===== config.mk =====
export PLATFORM = sky130hd
export DESIGN_NAME = irq_controller_flat
export DESIGN_NICKNAME = d
export VERILOG_FILES = /design/src/rtl/irq_pkg.sv /design/src/rtl/irq_if.sv /design/src/rtl/irq_prio_enc.sv /design/src/rtl/irq_controller.sv /design/src/flat_wrapper.sv
export SDC_FILE = /design/constraint.sdc
export NUM_CORES = 1
export LEC_CHECK = 0
export CAP_MARGIN = 0
export CORE_MARGIN = 5
export CORE_UTILIZATION = 38
export CTS_CLUSTER_DIAMETER = 80
export DETAILED_ROUTE_END_ITERATION = 8
export DONT_BUFFER_PORTS = 1
export PLACE_DENSITY = 0.57
export SLEW_MARGIN = 40
export SYNTH_ARGS = -nofsm -noshare
export SYNTH_HDL_FRONTEND = slang
export SYNTH_SLANG_ARGS = --single-unit

===== constraint.sdc =====
create_clock -name clk -period 1.49 [get_ports clk]
set_clock_uncertainty 0.15 [all_clocks]
set_input_delay 0.3725 -clock clk [delete_from_list [all_inputs] [get_ports clk]]
set_output_delay 0.3725 -clock clk [all_outputs]
set_load 0.02 [all_outputs]

===== src/rtl/irq_pkg.sv =====
// Shared definitions for the interrupt controller: register map, FSM states
// and STATUS register bit positions.
package irq_pkg;

  localparam logic [1:0] REG_PENDING = 2'd0;
  localparam logic [1:0] REG_MASK    = 2'd1;
  localparam logic [1:0] REG_STATUS  = 2'd2;
  localparam logic [1:0] REG_EOI     = 2'd3;

  typedef enum logic [1:0] {
    IDLE  = 2'd0,
    REQ   = 2'd1,
    INSVC = 2'd2
  } irq_state_e;

  localparam int unsigned STATUS_INSVC_BIT = 31;
  localparam int unsigned STATUS_OVR_LSB   = 16;
  localparam int unsigned STATUS_OVR_W     = 15;

endpackage


===== src/rtl/irq_if.sv =====
// Register bus and CPU interrupt handshake between the CPU side and irq_controller.
interface irq_if #(
  parameter int VEC_W = 3
);
  logic             bus_we;
  logic [1:0]       bus_addr;
  logic [31:0]      bus_wdata;
  logic [31:0]      bus_rdata;
  logic             irq;
  logic [VEC_W-1:0] irq_vec;
  logic             irq_ack;

  modport master (
    output bus_we, bus_addr, bus_wdata, irq_ack,
    input  bus_rdata, irq, irq_vec
  );

  modport slave (
    input  bus_we, bus_addr, bus_wdata, irq_ack,
    output bus_rdata, irq, irq_vec
  );
endinterface


===== src/rtl/irq_prio_enc.sv =====
// Lowest-set-bit priority encoder: index of the lowest asserted request plus a valid flag.
module irq_prio_enc #(
  parameter int NSRC  = 8,
  parameter int VEC_W = 3
) (
  input  logic [NSRC-1:0]  req,
  output logic [VEC_W-1:0] idx,
  output logic             valid
);

  // Scan from the top down so the lowest set bit is the last to assign.
  always_comb begin
    idx   = '0;
    valid = 1'b0;
    for (int unsigned i = NSRC; i > 0; i--) begin
      if (req[i-1]) begin
        idx   = VEC_W'(i - 1);
        valid = 1'b1;
      end
    end
  end

endmodule


===== src/rtl/irq_controller.sv =====
// Interrupt controller: latches source pulses, masks them, requests the CPU for the
// lowest enabled pending source. Optional sticky overrun flags under IRQ_OVERRUN_EN.
module irq_controller
  import irq_pkg::*;
#(
  parameter int NSRC  = 8,
  parameter int VEC_W = 3
) (
  input logic            clk,
  input logic            reset,
  input logic [NSRC-1:0] src_int,
  irq_if.slave           bus
);

  logic [NSRC-1:0]  pending;
  logic [NSRC-1:0]  mask;
  logic [NSRC-1:0]  eligible;
  logic [NSRC-1:0]  w1c;
  logic [NSRC-1:0]  claim_clr;
  logic [VEC_W-1:0] winner;
  logic             win_valid;
  logic             wr_pending;
  logic             wr_mask;
  logic             wr_eoi;
  logic             take_ack;
  logic             vec_live;
  logic [31:0]      rd_mux;
  irq_state_e       state;

  assign eligible   = pending & mask;
  assign wr_pending = bus.bus_we && (bus.bus_addr == REG_PENDING);
  assign wr_mask    = bus.bus_we && (bus.bus_addr == REG_MASK);
  assign wr_eoi     = bus.bus_we && (bus.bus_addr == REG_EOI);
  assign take_ack   = (state == REQ) && bus.irq_ack;
  assign vec_live   = eligible[bus.irq_vec];
  assign w1c        = wr_pending ? bus.bus_wdata[NSRC-1:0] : '0;

  always_comb begin
    claim_clr = '0;
    if (take_ack) claim_clr[bus.irq_vec] = 1'b1;
  end

  irq_prio_enc #(
    .NSRC (NSRC),
    .VEC_W(VEC_W)
  ) u_prio_enc (
    .req  (eligible),
    .idx  (winner),
    .valid(win_valid)
  );

  // A new pulse always survives a same-cycle W1C or claim clear.
  always_ff @(posedge clk or posedge reset) begin
    if (reset) begin
      pending <= '0;
      mask    <= '0;
    end else begin
      pending <= (pending & ~w1c & ~claim_clr) | src_int;
      if (wr_mask) mask <= bus.bus_wdata[NSRC-1:0];
    end
  end

  always_ff @(posedge clk or posedge reset) begin
    if (reset) begin
      state       <= IDLE;
      bus.irq     <= 1'b0;
      bus.irq_vec <= '0;
    end else begin
      case (state)
        IDLE: begin
          if (win_valid) begin
            state       <= REQ;
            bus.irq     <= 1'b1;
            bus.irq_vec <= winner;
          end
        end
        REQ: begin
          if (bus.irq_ack) begin
            state   <= INSVC;
            bus.irq <= 1'b0;
          end else if (!vec_live) begin
            state   <= IDLE;
            bus.irq <= 1'b0;
          end
        end
        INSVC: begin
          if (wr_eoi) state <= IDLE;
        end
        default: begin
          state   <= IDLE;
          bus.irq <= 1'b0;
        end
      endcase
    end
  end

`ifdef IRQ_OVERRUN_EN
  localparam int unsigned OVR_N = (NSRC < STATUS_OVR_W) ? NSRC : STATUS_OVR_W;

  logic [OVR_N-1:0] ovr;
  logic             status_rd;

  assign status_rd = (bus.bus_addr == REG_STATUS);

  // The read that returns a flag also clears it; a fresh overrun in that cycle is kept.
  always_ff @(posedge clk or posedge reset) begin
    if (reset) begin
      ovr <= '0;
    end else begin
      ovr <= (status_rd ? '0 : ovr) | (src_int[OVR_N-1:0] & pending[OVR_N-1:0]);
    end
  end
`endif

  always_comb begin
    rd_mux = '0;
    case (bus.bus_addr)
      REG_PENDING: rd_mux[NSRC-1:0] = pending;
      REG_MASK:    rd_mux[NSRC-1:0] = mask;
      REG_STATUS: begin
        rd_mux[STATUS_INSVC_BIT] = (state == INSVC);
        rd_mux[VEC_W-1:0]        = bus.irq_vec;
`ifdef IRQ_OVERRUN_EN
        rd_mux[STATUS_OVR_LSB +: OVR_N] = ovr;
`endif
      end
      default: rd_mux = '0;
    endcase
  end

  always_ff @(posedge clk or posedge reset) begin
    if (reset) bus.bus_rdata <= '0;
    else       bus.bus_rdata <= rd_mux;
  end

endmodule

===== src/flat_wrapper.sv =====
// flat-port wrapper written by rule: the top's interface ports become plain ports
module irq_controller_flat import irq_pkg::*;
#(
  parameter int NSRC  = 8,
  parameter int VEC_W = 3
)
  (clk, reset, src_int, bus_bus_we, bus_bus_addr, bus_bus_wdata, bus_irq_ack, bus_bus_rdata, bus_irq, bus_irq_vec);
  irq_if #(.VEC_W(VEC_W)) bus_i ();
  input logic clk;
  input logic reset;
  input logic [NSRC-1:0] src_int;
  input wire logic [$bits(bus_i.bus_we)-1:0] bus_bus_we;
  input wire logic [$bits(bus_i.bus_addr)-1:0] bus_bus_addr;
  input wire logic [$bits(bus_i.bus_wdata)-1:0] bus_bus_wdata;
  input wire logic [$bits(bus_i.irq_ack)-1:0] bus_irq_ack;
  output wire logic [$bits(bus_i.bus_rdata)-1:0] bus_bus_rdata;
  output wire logic [$bits(bus_i.irq)-1:0] bus_irq;
  output wire logic [$bits(bus_i.irq_vec)-1:0] bus_irq_vec;
  assign bus_i.bus_we = bus_bus_we;
  assign bus_i.bus_addr = bus_bus_addr;
  assign bus_i.bus_wdata = bus_bus_wdata;
  assign bus_i.irq_ack = bus_irq_ack;
  assign bus_bus_rdata = bus_i.bus_rdata;
  assign bus_irq = bus_i.irq;
  assign bus_irq_vec = bus_i.irq_vec;
  irq_controller #(.NSRC(NSRC), .VEC_W(VEC_W)) u_core (.clk(clk), .reset(reset), .src_int(src_int), .bus(bus_i));
endmodule

=== Word level (Yosys, flattened, before mapping) ===
Index checks and enable logic that the tools add are counted.

* Magnitude comparators: 2
* Equal/unequal tests: 8
* Multiplexer cells: 34
* Bitwise gates (word level): 7
* Reductions and logical operators: 10

{| class="wikitable"
|+ Operators with widths
! operator !! number
|-
| $and 8x8->8 || 3
|-
| $mux 3 || 8
|-
| $mux 8 || 2
|-
| $not 8->8 || 2
|-
| $mux 1 || 14
|-
| $pmux 5 s2 || 1
|-
| $pmux 3 s3 || 1
|-
| $mux 2 || 4
|-
| $or 8x8->8 || 1
|-
| $eq 2x2->1 const B || 3
|-
| $pmux 2 s3 || 1
|-
| $reduce_and 3->1 || 2
|-
| $logic_and 1x1->1 || 5
|-
| $eq 2x1->1 const B || 2
|-
| $logic_not 2->1 || 2
|-
| $lt 3x4->1 const B || 1
|-
| $bmux 1 s3 || 1
|-
| $demux 1 s3 || 1
|-
| $ge 3x1->1 const B || 1
|-
| $ne 3x3->1 const B || 1
|-
| $pmux 1 s3 || 1
|-
| $ne 2x1->1 const B || 1
|-
| $ne 2x2->1 const B || 1
|-
| $reduce_and 2->1 || 1
|-
| $not 1->1 || 1
|}

* Bits in registers: 31
* Bits of input ports: 46
* Output and inout port bits: 36
* Logic and storage cells: 67

=== Depth between registers and ports, before layout ===
Gate-level depths: netlist of the first run.

* Word-level depth: 11
* Depth in mapped cells: 5
* Mapped depth without buffers: 4

=== By module ===
From an unflattened synthesis of the first run, not the netlist that was laid out.

* Cell total of the unflattened synthesis: 173
* Area, all modules: 1695.4 µm²

{| class="wikitable"
|+ Modules (own cells, without submodules)
! module !! times used !! cells each !! area each (µm²) !! seq. area each (µm²)
|-
| irq_controller || 1 || 160 || 1615.3 || 775.7
|-
| irq_prio_enc || 1 || 13 || 80.1 || 0.0
|}

=== Least setup slack after synthesis of the first run ===
OpenSTA, ideal clock, no wires.

* Kind: reg-to-reg
* Start point: reg u_core.pending[1]
* End point: reg u_core.bus.irq
* Setup time: 122 ps
* Arrival: 1285 ps
* Required time: 1218 ps
* Slack: -67 ps
* Cell stages (with the launch flop): 5
* Buffers on the path: 0
* Clock period less this slack: 1557 ps
* Path through: dfrtp_1 -> a22o_4 -> o41ai_4 -> a21boi_2 -> o21ai_1

* Longest elaborated chain between the ends: 5
* Elaborated cells on any way between the ends: 8
* Classes of those cells: eq/ne: 2; mux: 4; bitwise: 1; reduce/logical: 1

{| class="wikitable"
|+ RTL lines
! item !! RTL line !! source
|-
| from (decl) || irq_controller.sv:15 || <nowiki>logic [NSRC-1:0] pending;</nowiki>
|-
| from (signal assigned) || irq_controller.sv:58 || <nowiki>pending <= (pending & ~w1c & ~claim_clr) | src_int;</nowiki>
|-
| $and 8x8->8 (*) || irq_controller.sv:30 || <nowiki>assign eligible = pending & mask;</nowiki>
|-
| $bmux 1 s3 / $mux 1 (equally long branches) || irq_controller.sv:35, irq_prio_enc.sv:16 ||
|-
| $mux 1 (on tied branches) || irq_controller.sv:35, irq_prio_enc.sv:16 ||
|-
| $ne 3x3->1 (no source line) / $ne 2x2->1 (equally long branches) || - ||
|-
| $reduce_and 3->1 (no source line) (*) || - ||
|-
| to (signal assigned) || irq_controller.sv:66 || <nowiki>bus.irq <= 1'b0;</nowiki>
|-
| to (signal assigned) || irq_controller.sv:73 || <nowiki>bus.irq <= 1'b1;</nowiki>
|-
| to (signal assigned) || irq_controller.sv:80 || <nowiki>bus.irq <= 1'b0;</nowiki>
|-
| to (decl) || irq_if.sv:20 || <nowiki>output bus_rdata, irq, irq_vec</nowiki>
|}

Mark *: on every way between the ends. The rest lies on a longest branch, timed or not. The select of a mux whose other input is x is not followed.
A chain may end at the register's enable or synchronous reset.

=== Worst setup path in the final report of the first run ===
* Start point: reg u_core.mask[6]
* End point: reg u_core.bus.irq

* Longest elaborated chain between the ends: 10
* Elaborated cells on any way between the ends: 13
* Classes of those cells: eq/ne: 2; mux: 9; bitwise: 1; reduce/logical: 1

{| class="wikitable"
|+ RTL lines
! item !! RTL line !! source
|-
| from (decl) || irq_controller.sv:16 || <nowiki>logic [NSRC-1:0] mask;</nowiki>
|-
| from (signal assigned) || irq_controller.sv:59 || <nowiki>if (wr_mask) mask <= bus.bus_wdata[NSRC-1:0];</nowiki>
|-
| $and 8x8->8 (*) || irq_controller.sv:30 ||
|-
| $mux 1 (7 in a row) || irq_prio_enc.sv:16 || <nowiki>if (req[i-1]) begin</nowiki>
|-
| $ne 2x2->1 (no source line) || - ||
|-
| $reduce_and 3->1 (no source line) (*) || - ||
|}

Marked as above.

==> results of run 1 <==
-- layer usage --
| layer | vias to the layer above | GRT usage | part of all wire |
|---|---|---|---|
| li1 | 619 | - | - |
| met1 | 593 | 0.196 | 0.43 |
| met2 | 49 | 0.238 | 0.49 |
| met3 | 7 | 0.0366 | 0.061 |
| met4 | 0 | 0.0577 | 0.018 |
| met5 | - | 0 | 0 |
-- power groups by stage --
stage | logic, mW | registers [mW] | clock network [mW]
floorplan | 0.724 | 1.28 | 0
global placement | 1.22 | 1.24 | 0
detailed placement | 1.23 | 1.25 | 0
CTS | 1.25 | 1.24 | 0.872
global route | 1.53 | 1.26 | 0.915
finish | 1.39 | 1.24 | 0.857
-- area by class of cell --
class	count	share of cell area
clock buffers	6	0.0394
clock inverters	2	0.0167
inverters	4	0.00716
multi-input cells	128	0.401
flip-flops and latches	31	0.370
well taps	52	0.0310
repair buffers	37	0.135
-- synth_stat cells (all sizes together) (2+ instances only) --
master,instances
and2,2
nand2,30
buf,25
o21ai,10
nor2,10
mux2i,8
mux2,8
nor2b,3
a22o,4
inv,4
a31o,9
o211ai,2
dfrtp,31
nand3b,2
a221oi,2
nand3,6
a21boi,2
-- worst register-to-register path: stages (launching register included) --
cell      delay, ps
dfrtp_1         390
a22o_4          290
o41ai_4         390
a21boi_2        210
o21ai_1          70
-- flip-flops by register name (all words and copies together) (netlist names) --
register	count
u_core.bus.bus_rdata	9
u_core.mask	8
u_core.pending	8
u_core.bus.irq_vec	3
u_core.state	2
u_core.bus.irq	1
-- metrics by stage --
stage                     power, mW  instances
after floorplan                2.00        189
after global routing           3.71        260
after global placement         2.46        247
after detailed placement       2.49        247
final                          3.49        260
after CTS                      3.36        257
-- final timing paths --
check,endpoint,slack [ps],from
max,u_core.bus.irq,-120,u_core.mask[6]
min,u_core.bus.bus_rdata[6],7,bus_bus_addr[1]
max reg2reg,u_core.bus.irq,-120,u_core.mask[6]
min reg2reg,u_core.state[1],470,u_core.state[0]
max in group asynchronous,u_core.bus.irq_vec[1],430,reset
min in group asynchronous,u_core.state[1],450,reset
-- repair_timing --
item	CTS	global route
endpoints found under the hold margin	34	0
setup buffers	0	3
resized for setup	2	15
hold buffers	2	0
pin swaps	1	16
setup endpoints to repair	3	13
-- cells by family after synthesis --
group           Yosys count  share of synthesized area
simple gates             56                      0.149
buf+inv                  30                      0.120
compound gates           33                      0.163
flops                    31                      0.463
other cells               1                    0.00224
mux                      16                      0.102
==> flow_metrics.tcl, run 1 <==
set metrics [dict create \
    status "complete, but fails checks" \
    violations "setup timing" \
    hold_viol 0 \
    synth.ff_latch_count 31 \
    cts_inserted_buffers 5 \
    clock_latency_ps 280 \
    grt-ovfl-total 0 \
    fin_area_sq_mm 0.00210 \
    internal-power_mw 2.24 \
    synthFlopType "dfrtp_1" \
    crit_buf_inv 0 \
    worst_slack_ps -120 \
    n_antenna_cell 0 \
    p_sw_mw 1.25 \
    wl_per_cell_um 15.9 \
    pwr-share-comb 0.400 \
    clk_pin_slew_ps 70 \
    synth_edf_count 0 \
    multi_input_area_sq_um 841 \
    ff2ff_path_depth 4 \
    postRouteWirelength_mm 4.13 \
    crit_family "compound AO/OA/AOI/OAI gates" \
    rsz0062_at_grt "true" \
    grt_pass1_wl_mm 6.90 \
    clkSinkCount 31 \
    drive_gt1_frac 0.380 \
    die_y_um 76.4 \
    ys_top_cells_by_area "dfrtp_1 (46%), buf_4 (10%), nand2_1 (6.7%)" \
    synth_area_sq_mm 0.00167 \
    worstSetupPathType "reg -> reg" \
    yosysTopAreaCell "dfrtp_1" \
    whs_ps 7.42 \
    path_max_fanout 3 \
    drt_pass1_iterations 4 \
    layout_commonest_cell "buf_4" \
    cap_viol_max_count 0 \
    rows 24 \
    power_leakage_nw 0.972 \
    area.sequential_sq_um 777 \
    grt_max_degree 32 \
    syn_to_final_growth_pct 25.3 \
    post-route-drc-count 0 \
    cp_cell_sequence "a22o_4 > o41ai_4 > a21boi_2 > o21ai_1" \
    dp_hpwl_mm 3.34 \
    pwr-share-seq 0.355 \
    ys_async_sr_fraction 1.00 \
    placeableCoreArea_sq_mm 0.00432 \
    initial_core_util 0.387 \
    crit_path_start_kind "flop" \
    cts_root_buf "clkbuf_8" \
    layout_common_cells "buf_4 (35), dfrtp_1 (30), conb_1 (23), nand2_1 (21), nor2_1 (10)" \
    crit_path_max_incr_delay_ps 390 \
    arrival_ps 1630 \
    portBuffers 0 \
    grt_pass1_vias 1331 \
    slowest_stage "dfrtp_1" \
    peakVddDrop_mv 0.450 \
    critical_path.endpoint_type "flop" \
    globalplace.congestion 0.842 \
    maxSlewViolCount 0 \
    antenna_found_initial 0 \
    min-delay-path-class "in -> reg" \
    seq_area_frac_synth 0.463 \
    dp_slack_ps -124 \
    viasPerCell 4.88 \
    die_w_um 76.4 \
    syn_avg_cell_area_sq_um 10.0 \
    die_area_sq_mm 0.00583 \
    clockBufferDepth 2 \
    yosysWarnings 0 \
    required_ps 1510 \
    grt_usage 0.150 \
    cts_tree "built" \
    fmax_mhz 621 \
    setup_viol 3 \
    synth_cells 167 \
    switching_share 0.358 \
    ys_types 31 \
    p_per_area_mw_per_mm2 1660 \
    num_vias 1268 \
    drt_iter0_markers 70 \
    fin_util 0.485 \
    clkPwrFrac 0.246 \
    place_area_sq_mm 0.00188 \
    fin_crit_ps 1610 \
    ios 82 \
    synth.top_cell.area_share 0.463 \
    fill_cells 436 \
    finalCritPeriodShare 1.08 \
    postRouteAntennaNets 0 \
    h-tree-depth 2 \
    hold_path_depth 1 \
    nNetsFinal 253 \
    setup_tns_ps -227 \
    cp_num_cells 4 \
]
(Power assumes the default switching activity.)
==> inputs of run 2 (changes only) <==
--- a/config.mk
+++ b/config.mk
@@ -5,6 +5,7 @@
 export SDC_FILE = /design/constraint.sdc
 export NUM_CORES = 1
 export LEC_CHECK = 0
+export ABC_AREA = 1
 export CAP_MARGIN = 0
 export CORE_MARGIN = 5
 export CORE_UTILIZATION = 38
==> flow_metrics.tcl, run 2 <==
set metrics [dict create \
    yosys.area_share.simple 0.240 \
    seq_area_frac_synth 0.456 \
    arrival_ps 940 \
    cp_cell_sequence "buf_4" \
    worstSetupPathType "reg -> out" \
    layout_commonest_cell "nand2_1" \
    post-route-drc-count 0 \
    synth.ff_latch_count 31 \
    cts_root_buf "clkbuf_8" \
    syn_to_final_growth_pct 19.4 \
    grt_pass1_wl_mm 6.55 \
    min-delay-path-class "in -> reg" \
    die_y_um 76.9 \
    die_area_sq_mm 0.00592 \
    crit_buf_inv 1 \
    synthTopCellsByCount "nand2_1 (52), dfrtp_1 (31), buf_4 (24), inv_1 (19), o21ai_0 (18)" \
    peakVddDrop_mv 0.598 \
    ff2ff_path_depth 7 \
    whs_ps 46.5 \
    p_per_area_mw_per_mm2 1640 \
    postRouteAntennaNets 0 \
    clockBufferDepth 2 \
    portBuffers 0 \
    nNetsFinal 287 \
    rows 24 \
    placeableCoreArea_sq_mm 0.00435 \
    cap_viol_max_count 0 \
    wl_per_cell_um 13.8 \
    synthFlopType "dfrtp_1" \
    critical_path.endpoint_type "primary output" \
    top_register "u_core.bus.bus_rdata" \
    postRouteWirelength_mm 4.07 \
    clk_pin_slew_ps 70 \
    drt_pass1_iterations 4 \
    reg2reg_slack_ps 80 \
    crit_path_max_incr_delay_ps 440 \
    fin_crit_ps 1460 \
    ys_async_sr_fraction 1.00 \
    globalplace.congestion 0.838 \
    required_ps 970 \
    syn_avg_cell_area_sq_um 8.23 \
    viasPerCell 4.71 \
    grt_usage 0.143 \
    crit_path_start_kind "flop" \
    muxShareOfSynthArea 0 \
    power_leakage_nw 1.06 \
    yosysWarnings 0 \
    top_regs "u_core.bus.bus_rdata: 9 flops, u_core.mask: 8 flops, u_core.pending: 8 flops" \
    crit_end "bus_irq_vec[0]" \
    cts_tree "built" \
    largest_reg_flops 9 \
    synth_edf_count 0 \
    clkSinkCount 31 \
    ys_types 29 \
    fmax_mhz 685 \
    status "finished clean" \
    setup_tns_ps 0 \
    synth_compound_area_frac 0.137 \
    slowest_stage "dfrtp_1" \
    antenna_found_initial 0 \
    h-tree-depth 2 \
    crit_start "u_core.bus.irq_vec[0]" \
    yosys.cell_count.top_type "nand2_1" \
    layout_common_cells "nand2_1 (44), dfrtp_1 (29), buf_4 (27), conb_1 (23)" \
    r2r-end "u_core.bus.irq_vec[1]" \
    finalCritPeriodShare 0.980 \
    ios 82 \
    synth_top_family_by_area "simple AND/OR/NAND/NOR gates" \
    synth_cells 207 \
    path_max_fanout 5 \
    dp_hpwl_mm 2.89 \
    hold_viol 0 \
    yosysTopAreaCell "dfrtp_1" \
    num_vias 1385 \
    crit_family "flip-flops" \
    die_w_um 76.9 \
    yosys.area_share.xor_xnor 0 \
    cts_inserted_buffers 5 \
    maxSlewViolCount 0 \
    synth_area_sq_mm 0.00170 \
    grt-ovfl-total 0 \
    drt_iter0_markers 97 \
    initial_core_util 0.391 \
    cp_num_cells 1 \
    grt_pass1_vias 1369 \
    grt_max_degree 32 \
    n_antenna_cell 0 \
    synth.top_cell.area_share 0.456 \
    ys_top_cells_by_area "dfrtp_1 (46%), nand2_1 (11%), buf_4 (11%)" \
    regToRegStartpoint "u_core.mask[3]" \
    hold_path_depth 1 \
    setup_viol 0 \
    drive_gt1_frac 0.260 \
    clock_latency_ps 280 \
    synthAdderAreaFrac 0 \
]
-- run 2: worst min-delay path by stage --
| stage | startpoint | endpoint | slack, ps |
|---|---|---|---|
| detailed placement | reset | u_core.mask[6] | 230 |
| global route | src_int[7] | u_core.pending[7] | 40 |
| finish | src_int[5] | u_core.pending[5] | 50 |
| floorplan | u_core.mask[4] | u_core.bus.bus_rdata[4] | 310 |
| global placement | reset | u_core.bus.bus_rdata[6] | 220 |
| CTS | src_int[5] | u_core.pending[5] | 40 |
-- run 2: layer usage --
layer  wire length [um]  vias to the layer above  track usage
met2               1980                       49        0.219
met3                269                        6       0.0539
li1                   -                      689            -
met1               1750                      641        0.176
met4                 60                        0       0.0647
met5                  0                        -            0
-- run 2: kinds of logic after synthesis --
logic type	after synthesis
other	1
AND/OR/NAND/NOR	91
flip-flops	31
buffers and inverters	47
AO/OA/AOI/OAI	37
-- run 2: repair_timing --
item,in CTS,in global routing
endpoints found under the setup margin,2,5
setup buffers,0,7
hold buffers,1,0
gates resized for setup,2,17
hold endpoints to repair,31,0
pin swaps,0,5
-- run 2: power breakdown --
| group | internal (mW) | switching (mW) |
|---|---|---|
| Clock | 0.421 | 0.314 |
| Sequential | 1.02 | 0.242 |
| Combinational | 0.595 | 0.735 |
-- run 2: cell type report --
class / count / area [sq um]
repair buffers: 31 / 243
clock buffers: 8 / 100
inverters: 21 / 81.3
flip-flops and latches: 31 / 778
multi-input cells: 151 / 766
fillers: 431 / 2320
well taps: 52 / 65.1
-- run 2: metrics by stage --
step	cell area (sq um)	worst slack [ps]	total power [mW]	util	cells
final	2030	30.5	3.33	0.467	294
after floorplan	1790	73.2	2.00	-	229
after global routing	2030	-19.6	3.56	0.467	294
after global placement	1820	42.9	2.35	0.418	278
after detailed placement	1820	33.0	2.37	0.418	278
after CTS	1930	0.888	3.12	0.444	287
